[config.mk]
export PLATFORM = sky130hd
export DESIGN_NAME = keccak_theta_slices
export DESIGN_NICKNAME = d
export VERILOG_FILES = /design/src/rtl/keccak_pkg.sv /design/src/rtl/keccak_col_parity.sv /design/src/rtl/keccak_theta_slices.sv
export SDC_FILE = /design/constraint.sdc
export NUM_CORES = 1
export LEC_CHECK = 0
export ABC_AREA = 1
export CORE_MARGIN = 10
export CORE_UTILIZATION = 53
export CTS_BUF_LIST = sky130_fd_sc_hd__clkbuf_8
export DETAILED_ROUTE_END_ITERATION = 12
export GPL_TIMING_DRIVEN = 0
export HOLD_SLACK_MARGIN = 0.06
export PLACE_DENSITY = 0.92
export RECOVER_POWER = 25
export SLEW_MARGIN = 20
export SYNTH_ARGS = -nofsm -noshare
export SYNTH_HDL_FRONTEND = slang
export SYNTH_SLANG_ARGS = --single-unit
[constraint.sdc]
create_clock -name ClkxCI -period 1.4 [get_ports ClkxCI]
set_input_delay 0.28 -clock ClkxCI [delete_from_list [all_inputs] [get_ports ClkxCI]]
set_output_delay 0.28 -clock ClkxCI [all_outputs]
set_load 0.02 [all_outputs]
[src/rtl/keccak_pkg.sv]
// Shared Keccak geometry, lane indexing and theta FSM encoding.
package keccak_pkg;

  localparam int unsigned NUM_X     = 5;
  localparam int unsigned NUM_Y     = 5;
  localparam int unsigned NUM_LANES = NUM_X * NUM_Y;

  typedef enum logic {
    ST_PRIME = 1'b0,
    ST_RUN   = 1'b1
  } theta_state_e;

  // Bit offset of lane (x,y) inside a group of sp slices.
  function automatic int unsigned idx(input int unsigned x, input int unsigned y,
                                      input int unsigned sp);
    return (NUM_Y * x + y) * sp;
  endfunction

  // Ceiling log2, never below 1 so a single-group round still has a counter bit.
  function automatic int unsigned clog2_min1(input int unsigned n);
    int unsigned r = 1;
    for (int unsigned i = 1; i < 32; i++) begin
      if ((64'd1 << i) < 64'(n)) r = i + 1;
    end
    return r;
  endfunction

endpackage

[src/rtl/keccak_col_parity.sv]
// Combinational column parity of a slice group: bit x*SP+k = XOR over y of lane (x,y) bit k.
module keccak_col_parity
  import keccak_pkg::*;
#(
  parameter int unsigned SP = 1
) (
  input  logic [NUM_LANES*SP-1:0] SlicesxDI,
  output logic [NUM_X*SP-1:0]     ParityxDO
);

  always_comb begin
    ParityxDO = '0;
    for (int unsigned x = 0; x < NUM_X; x++) begin
      for (int unsigned y = 0; y < NUM_Y; y++) begin
        for (int unsigned k = 0; k < SP; k++) begin
          ParityxDO[x*SP+k] = ParityxDO[x*SP+k] ^ SlicesxDI[idx(x, y, SP)+k];
        end
      end
    end
  end

endmodule

[src/rtl/keccak_theta_slices.sv]
// Slice-serial Keccak theta step with a priming beat for the slice-0 wrap-around parity.
// Optional KECCAK_THETA_BYPASS_EN adds BypassxSI to pass slices through unmodified for a round.
module keccak_theta_slices
  import keccak_pkg::*;
#(
  parameter int unsigned SLICES_PARALLEL = 1,
  parameter int unsigned LANE_WIDTH      = 64
) (
  input  logic                                ClkxCI,
  input  logic                                RstxRI,
  input  logic [NUM_LANES*SLICES_PARALLEL-1:0] SlicesxDI,
  input  logic                                InValidxSI,
  output logic                                InReadyxSO,
  output logic [NUM_LANES*SLICES_PARALLEL-1:0] SlicesxDO,
  output logic                                OutValidxSO,
  input  logic                                OutReadyxSI,
  output logic                                LastxSO,
`ifdef KECCAK_THETA_BYPASS_EN
  input  logic                                BypassxSI,
`endif
  output theta_state_e                        DbgStatexSO
);

  localparam int unsigned SP   = SLICES_PARALLEL;
  localparam int unsigned NGRP = LANE_WIDTH / SP;
  localparam int unsigned GW   = clog2_min1(NGRP);
  localparam logic [GW-1:0] LAST_GRP = GW'(NGRP - 1);

  theta_state_e            state_q, state_d;
  logic [GW-1:0]           grp_q, grp_d;
  logic [NUM_X-1:0]        cprev_q, cprev_d;
  logic [NUM_LANES*SP-1:0] out_q, out_d;
  logic                    out_valid_q, out_valid_d;
  logic                    last_q, last_d;
`ifdef KECCAK_THETA_BYPASS_EN
  logic                    bypass_q, bypass_d;
`endif

  logic [NUM_X*SP-1:0]     par;
  logic [NUM_X-1:0]        top_par;
  logic [NUM_LANES*SP-1:0] theta_slices;
  logic                    in_fire;

  keccak_col_parity #(.SP(SP)) u_col_parity (
    .SlicesxDI (SlicesxDI),
    .ParityxDO (par)
  );

  // Handshake: a beat moves when valid and ready are high in the same cycle.
  // PRIME always accepts; RUN accepts when the output register is empty or draining.
  assign InReadyxSO  = (state_q == ST_PRIME) ? 1'b1 : (~out_valid_q | OutReadyxSI);
  assign in_fire     = InValidxSI & InReadyxSO;
  assign SlicesxDO   = out_q;
  assign OutValidxSO = out_valid_q;
  assign LastxSO     = last_q;
  assign DbgStatexSO = state_q;

  always_comb begin
    top_par = '0;
    for (int unsigned x = 0; x < NUM_X; x++) top_par[x] = par[x*SP+SP-1];
  end

  // Slice 0 of a group borrows its z-1 parity from the previous group's top slice.
  always_comb begin
    logic nbr;
    nbr          = 1'b0;
    theta_slices = '0;
    for (int unsigned x = 0; x < NUM_X; x++) begin
      for (int unsigned y = 0; y < NUM_Y; y++) begin
        for (int unsigned k = 0; k < SP; k++) begin
          if (k == 0) nbr = cprev_q[(x+1)%NUM_X];
          else        nbr = par[((x+1)%NUM_X)*SP + (k+SP-1)%SP];
          theta_slices[idx(x, y, SP)+k] = SlicesxDI[idx(x, y, SP)+k]
                                        ^ par[((x+NUM_X-1)%NUM_X)*SP+k] ^ nbr;
        end
      end
    end
  end

  always_comb begin
    state_d     = state_q;
    grp_d       = grp_q;
    cprev_d     = cprev_q;
    out_d       = out_q;
    out_valid_d = out_valid_q;
    last_d      = last_q;
`ifdef KECCAK_THETA_BYPASS_EN
    bypass_d    = bypass_q;
`endif
    if (out_valid_q && OutReadyxSI) begin
      out_valid_d = 1'b0;
      last_d      = 1'b0;
    end
    unique case (state_q)
      ST_PRIME: begin
        if (in_fire) begin
          cprev_d = top_par;
          grp_d   = '0;
          state_d = ST_RUN;
`ifdef KECCAK_THETA_BYPASS_EN
          bypass_d = BypassxSI;
`endif
        end
      end
      ST_RUN: begin
        if (in_fire) begin
`ifdef KECCAK_THETA_BYPASS_EN
          out_d = bypass_q ? SlicesxDI : theta_slices;
`else
          out_d = theta_slices;
`endif
          out_valid_d = 1'b1;
          last_d      = (grp_q == LAST_GRP);
          cprev_d     = top_par;
          if (grp_q == LAST_GRP) begin
            grp_d   = '0;
            state_d = ST_PRIME;
          end else begin
            grp_d = grp_q + GW'(1);
          end
        end
      end
      default: state_d = ST_PRIME;
    endcase
  end

  always_ff @(posedge ClkxCI) begin
    if (RstxRI) begin
      state_q     <= ST_PRIME;
      grp_q       <= '0;
      cprev_q     <= '0;
      out_q       <= '0;
      out_valid_q <= 1'b0;
      last_q      <= 1'b0;
`ifdef KECCAK_THETA_BYPASS_EN
      bypass_q    <= 1'b0;
`endif
    end else begin
      state_q     <= state_d;
      grp_q       <= grp_d;
      cprev_q     <= cprev_d;
      out_q       <= out_d;
      out_valid_q <= out_valid_d;
      last_q      <= last_d;
`ifdef KECCAK_THETA_BYPASS_EN
      bypass_q    <= bypass_d;
`endif
    end
  end

endmodule
Yosys cells after proc, flatten, opt, wreduce, memory -nomap -nowiden
Cells that the tools add are included.
Storage, ports and cells
  input bits: 29
  logic and storage cells: 103
  output and inout bits: 29
  register bits: 39
Operators by class
  reduce and logical (&&, ||, !) cells: 3
  bitwise operators: 74
  multiplexer cells: 16
  eq/ne operators: 3
  $add $sub $neg: 1
Operators by type and width (number)
  1-bit XOR: 70
  6-bit two-way mux: 3
  6-bit case mux with 2 select lines: 1
  1-bit two-way mux: 10
  6-bit by 1-bit adder with 6-bit output, second input constant: 1
  6-bit == test, second input constant: 1
  5-bit two-way mux: 1
  2-bit AND reduction: 2
  2-bit by 1-bit != test with 1-bit output, second input constant: 1
  2-bit != test, second input constant: 1
  1-bit inverter: 2
  1-bit case mux with 2 select lines: 1
  1-bit bitwise AND: 1
  1-bit logical AND: 1
  1-bit OR: 1

Depth between registers and ports, before layout
  depth in word-level cells: 6
  depth in mapped cells: 10
  gate-level depth less buffers: 10

Hierarchy
A second synthesis with hierarchy kept.
Unflattened totals
  cell total of the unflattened synthesis: 342
  area total of the unflattened synthesis: 2205.9 um^2
Modules (own cells, without submodules)
  keccak_theta_slices: cells an instance 272, seq. area each 780.7 um^2, instances 1, area an instance 1893.1 um^2
  keccak_col_parity: cells an instance 70, seq. area each 0.0 um^2, instances 1, area an instance 312.8 um^2

Worst setup path before layout
No wires, ideal clock.
  path type: reg2reg
  from: register out_valid_q (netlist: OutValidxSO)
  to: register grp_q[4]
  clock period less this slack: 1.308 ns
  stages on the path, launching flop included: 8
  slack: 0.092 ns
  arrival: 1.181 ns
  buffers on the path: 1
  required time: 1.272 ns
  setup time: 0.128 ns
  cell sequence: dfxtp_1 > nand2_1 > inv_1 > nand2_1 > nand2_2 > buf_6 > a32oi_1 > nor2_1
On the way
  longest elaborated chain between the ends: 6
  elaborated cells between the ends (all ways): 7
  classes of those cells: eq/ne (2); mux (1); bitwise (3); reduce/logical (1)
RTL lines
  start, declared: line keccak_theta_slices.sv:33  | logic out_valid_q, out_valid_d;
  start signal, assigned: line keccak_theta_slices.sv:143  | out_valid_q <= out_valid_d;
  1-bit inverter *: line keccak_theta_slices.sv:51  | assign InReadyxSO = (state_q == ST_PRIME) ? 1'b1 : (~out_valid_q | OutReadyxSI);
  1-bit OR *: line keccak_theta_slices.sv:51
  1-bit two-way mux *: line keccak_theta_slices.sv:51
  via InReadyxSO: line keccak_theta_slices.sv:13  | output logic InReadyxSO,
  1-bit bitwise AND *: line keccak_theta_slices.sv:52  | assign in_fire = InValidxSI & InReadyxSO;
  2-bit != test (no source line) or 2-bit by 1-bit != test with 1-bit output (tied branches)
  2-bit AND reduction (no source line) *
  end signal, assigned: line keccak_theta_slices.sv:140  | grp_q <= grp_d;
  end, declared: line keccak_theta_slices.sv:30  | logic [GW-1:0] grp_q, grp_d;
The timed path passes the listed nets; every way through them passes the cells marked *.
A chain may end at the register's enable or synchronous reset.

==> results.md <==
Timing:
- The count of final max-slew check failures is 0.
- The max-slew headroom at the worst pin is 0.627.
- Of the available clock period, the critical path in the final layout requires 1.00.
- Setup repair after global routing could not meet its margin everywhere.
- The accumulated negative setup slack is 0 ns.
- Final hold analysis gives a worst-case slack of ~0.40 ns.
- For the final database, setup skew stands at 0.00405 ns.
- The fmax is around 710 MHz.
- The post-route minimum period is 1.40 ns.
- The transition at the pin with the smallest max-transition slack is approximately 0.56 ns.
- The number of hold-slack violations in the final timing report is 0.
- Setup violations remaining at the end of the flow were counted as 0.

Worst setup path:
- Data on the critical path is required at its endpoint by 1.59 ns.
- At the worst endpoint, the arrival time is ~1.6 ns.
- Of all nets on the critical path, the largest fanout is 10.
- STA classifies the critical path endpoint as a register.
- The worst setup path is of the input pin to register kind.
- The type of element launching the critical path is an input pin.

Clock network:
- The clock insertion delay at the later pin of the skew report is between 0.3 and 0.4 ns.
- TritonCTS built the clock tree.
- The clock passes through at most 2 buffers.
- The maximum level of the CTS H-tree is 2.
- TritonCTS created 5 clock buffers.
- Clock-pin slew was measured on the worst setup and hold paths at ~0.080 ns.
- The tree is rooted in a clkbuf_8.
- The count of clock tree sinks is 39.

Flow run:
- The max-capacitance violation count is 0.

Global route:
- The first global-routing pass estimated between 10 and 15 mm of wire.
- Global routing finished with a remaining overflow of 0.
- The global-route usage over all layers is 0.175.
- The via count of the first global-routing pass came to roughly 2800.
- The number of antenna violations at the first check in global routing is 0.
- Entering global routing, the biggest net connects 13 pins.

Placed design:
- During placement, the flow inserted port buffers numbering 57.
- Summed over all nets, the half-perimeter wirelength after detailed placement is 5.34 mm.
- Once placement completed, the tool counted placed cells totaling roughly 530.
- Routability-driven placement finished with a final weighted congestion of between 0.9 and 1.

Floorplanning:
- From bottom edge to top edge, the die measures roughly 92 µm.
- In this run the core area contains 26 standard-cell rows.
- The floorplan step defined a die boundary enclosing around 0.0084 mm².
- The initial utilization of the core area, before any placement, comes to 0.540.
- The placeable core region is around 0.0051 mm².
- The top-level port count is slightly below 60.
- The die span in x is 91.9 µm.

Logic synthesis:
- In the synthesized netlist, the number of instances is about 400.
- The number of library cell types mapped by synthesis is 23.
- Of the synthesized area, sequential elements account for 0.285.
- The number of storage elements in the synthesis netlist is 39.
- When the netlist entered floorplanning its net count stood at approximately 430.
- The cell area that synthesis handed to floorplanning was between 0.002 and 0.003 mm².
- Each instance of the synthesized netlist takes up on average ~7 µm².
- The count of synthesis-stage warnings from yosys is 0.

Detailed routing:
- The met1 wire length is roughly 3.2 mm.
- The detailed-route wire length per cell is between 15 and 20 µm.
- In the detailed route, the total length drawn on met2 is 4.36 mm.
- The pre-antenna-repair detailed-routing pass consisted of 6 iterations.
- The count of nets left with antenna violations once routing finished came out at 0.
- The routed design uses 742 µm of met3 wire.
- The detail-routed via count per cell is 5.56.
- The highest metal layer carrying signal wires in the routed design is met4.
- The iteration-0 DRC count of the detailed router is between 200 and 250.
- The total detailed-routing wirelength is 8.68 mm.
- For this run, design rule violations remaining after detail routing come to 0.
- Summing over every cut layer, the via total after detailed routing is 2992.

Power:
- The internal portion of the total power is between 0.002 and 0.0025 W.
- The power per unit of standard cell area is approximately 900 mW/mm².
- The total power after layout is about 0.0034 W.
- The switching power is approximately 0.0012 W.
- The reported leakage power is between 2 and 2.5 nW.
- The clock network fraction of design power is 0.302.
- Of the total power, registers draw 0.356.
- Of the total power, the share spent switching nets is 0.352.
- The worst-case IR drop observed on VDD is approximately 0.54 mV.
- The share of total power dissipated in combinational logic is 0.342.

Finish:
- The share of cells above drive strength 1 is 0.175.
- The final core utilization is 0.748.
- The layout has around 360 filler cells.
- The number of nets in the layout is 497.
- The multi-input combinational cell area is between 0.0015 and 0.002 mm².
- Leaving out filler cells and counting taps, the final layout contains roughly 540.
- From synthesis to final layout, the design area changed by 38.6%.
- The antenna diode instance count is 0.
- The register cell area after layout is roughly 780 µm².

Run status:
- The run finished with clean final reports.

Min path:
- The min-delay analysis places its worst path in the category input pin to register.
## flip-flops by register name, summed over array words and instances (netlist names)
name and flops:
SlicesxDO 25, grp_q 6, cprev_q 5, DbgStatexSO 1
LastxSO 1, OutValidxSO 1
## synth_stat cells, drive strengths merged
cell type | number | area [µm²]
a211oi | 1 | 7.51
a21oi | 11 | 55.1
a32oi | 1 | 8.76
buf | 8 | 73.8
clkbuf | 7 | 76.3
dfxtp | 39 | 781
ha | 1 | 12.5
inv | 84 | 315
nand2 | 79 | 332
nand3 | 94 | 500
nand4 | 2 | 12.5
nor2 | 4 | 15.0
o21a | 25 | 188
o21ai | 11 | 55.1
xnor2 | 5 | 43.8
xor2 | 30 | 263
## cell usage in the layout (no fill, tap or decap)
cell             count
xor2_2               4
clkinv_4             1
ha_1                 1
clkbuf_8            11
o21ai_1              2
clkinv_2             1
nand3_1             78
nand3_4              8
o21a_1              25
clkdlybuf4s50_1      4
buf_6                6
o21ai_0              9
nor2_2               2
a21oi_1             11
nand2_4              5
nor2_1               2
nand2_1             48
nand3_2              8
nand2_2             26
inv_1               83
clkdlybuf4s15_1      1
clkbuf_1             2
dlymetal6s2s_1      21
dlygate4sd2_1       30
clkbuf_4             1
dfxtp_1             39
xor2_1              26
a211oi_1             1
buf_2                1
nand4_1              2
buf_4                2
xnor2_2              5
bufinv_16            1
a32oi_1              1
## layer usage
layer  up-vias  track usage
met5         -            0
met4         0       0.0771
met3        45       0.0562
met2       184        0.313
met1      1367        0.182
li1       1396            -
## layout make-up
cell class	count	share of cell area
inverter	84	0.0844
clock inverter	2	0.00923
multi-input combinational	264	0.459
buffer	15	0.0402
clock buffer	6	0.0218
timing repair buffer	58	0.157
tap	70	0.0231
sequential	39	0.206
## worst max-delay path: stages
cell             delay, ns
clkdlybuf4s50_1       0.49
clkbuf_1              0.45
a21oi_1               0.11
o21ai_0               0.16
inv_1                 0.09
## timing repair
action,4_1_cts,5_1_grt
hold buffers,0,0
resized for setup,46,71
buffers inserted,0,1
pin swaps,1,0
setup endpoints to repair,39,35
## power groups by stage
stage	Combinational, W	Clock [W]	Sequential [W]
after floorplan	0.000631	0	0.00131
after global placement	0.00101	0	0.00124
after detailed placement	0.00104	0	0.00124
after CTS	0.00103	0.00103	0.00122
after global routing	0.00127	0.00107	0.00123
final	0.00117	0.00103	0.00122
## worst paths after layout
kind,startpoint,to,slack [ns],depth (start not counted)
setup reg to reg,OutValidxSO,cprev_q[0],0.06,7
hold reg to reg,LastxSO,LastxSO,0.49,2
setup / recovery,RstxRI,cprev_q[0],0.0003,5
hold / removal,OutReadyxSI,LastxSO,0.40,4
## per-stage QoR
step                setup slack [ns]  area (µm²)
global route                 -0.0815        3800
finish                      0.000309        3800
global placement              -0.505        3400
CTS                          0.00403        3520
detailed placement            -0.523        3400
floorplan                     0.0916        2740
## cells by family after synthesis
group / after synthesis / share of synthesized area
and+or+nand+nor: 179 / 0.314
buffers and inverters: 99 / 0.170
DFF: 39 / 0.285
AOI/OAI and AO/OA: 49 / 0.115
adders and majority gates: 1 / 0.00457
xor gates and xnor gates: 35 / 0.112
Note: power is estimated with default switching activity, not from simulation.
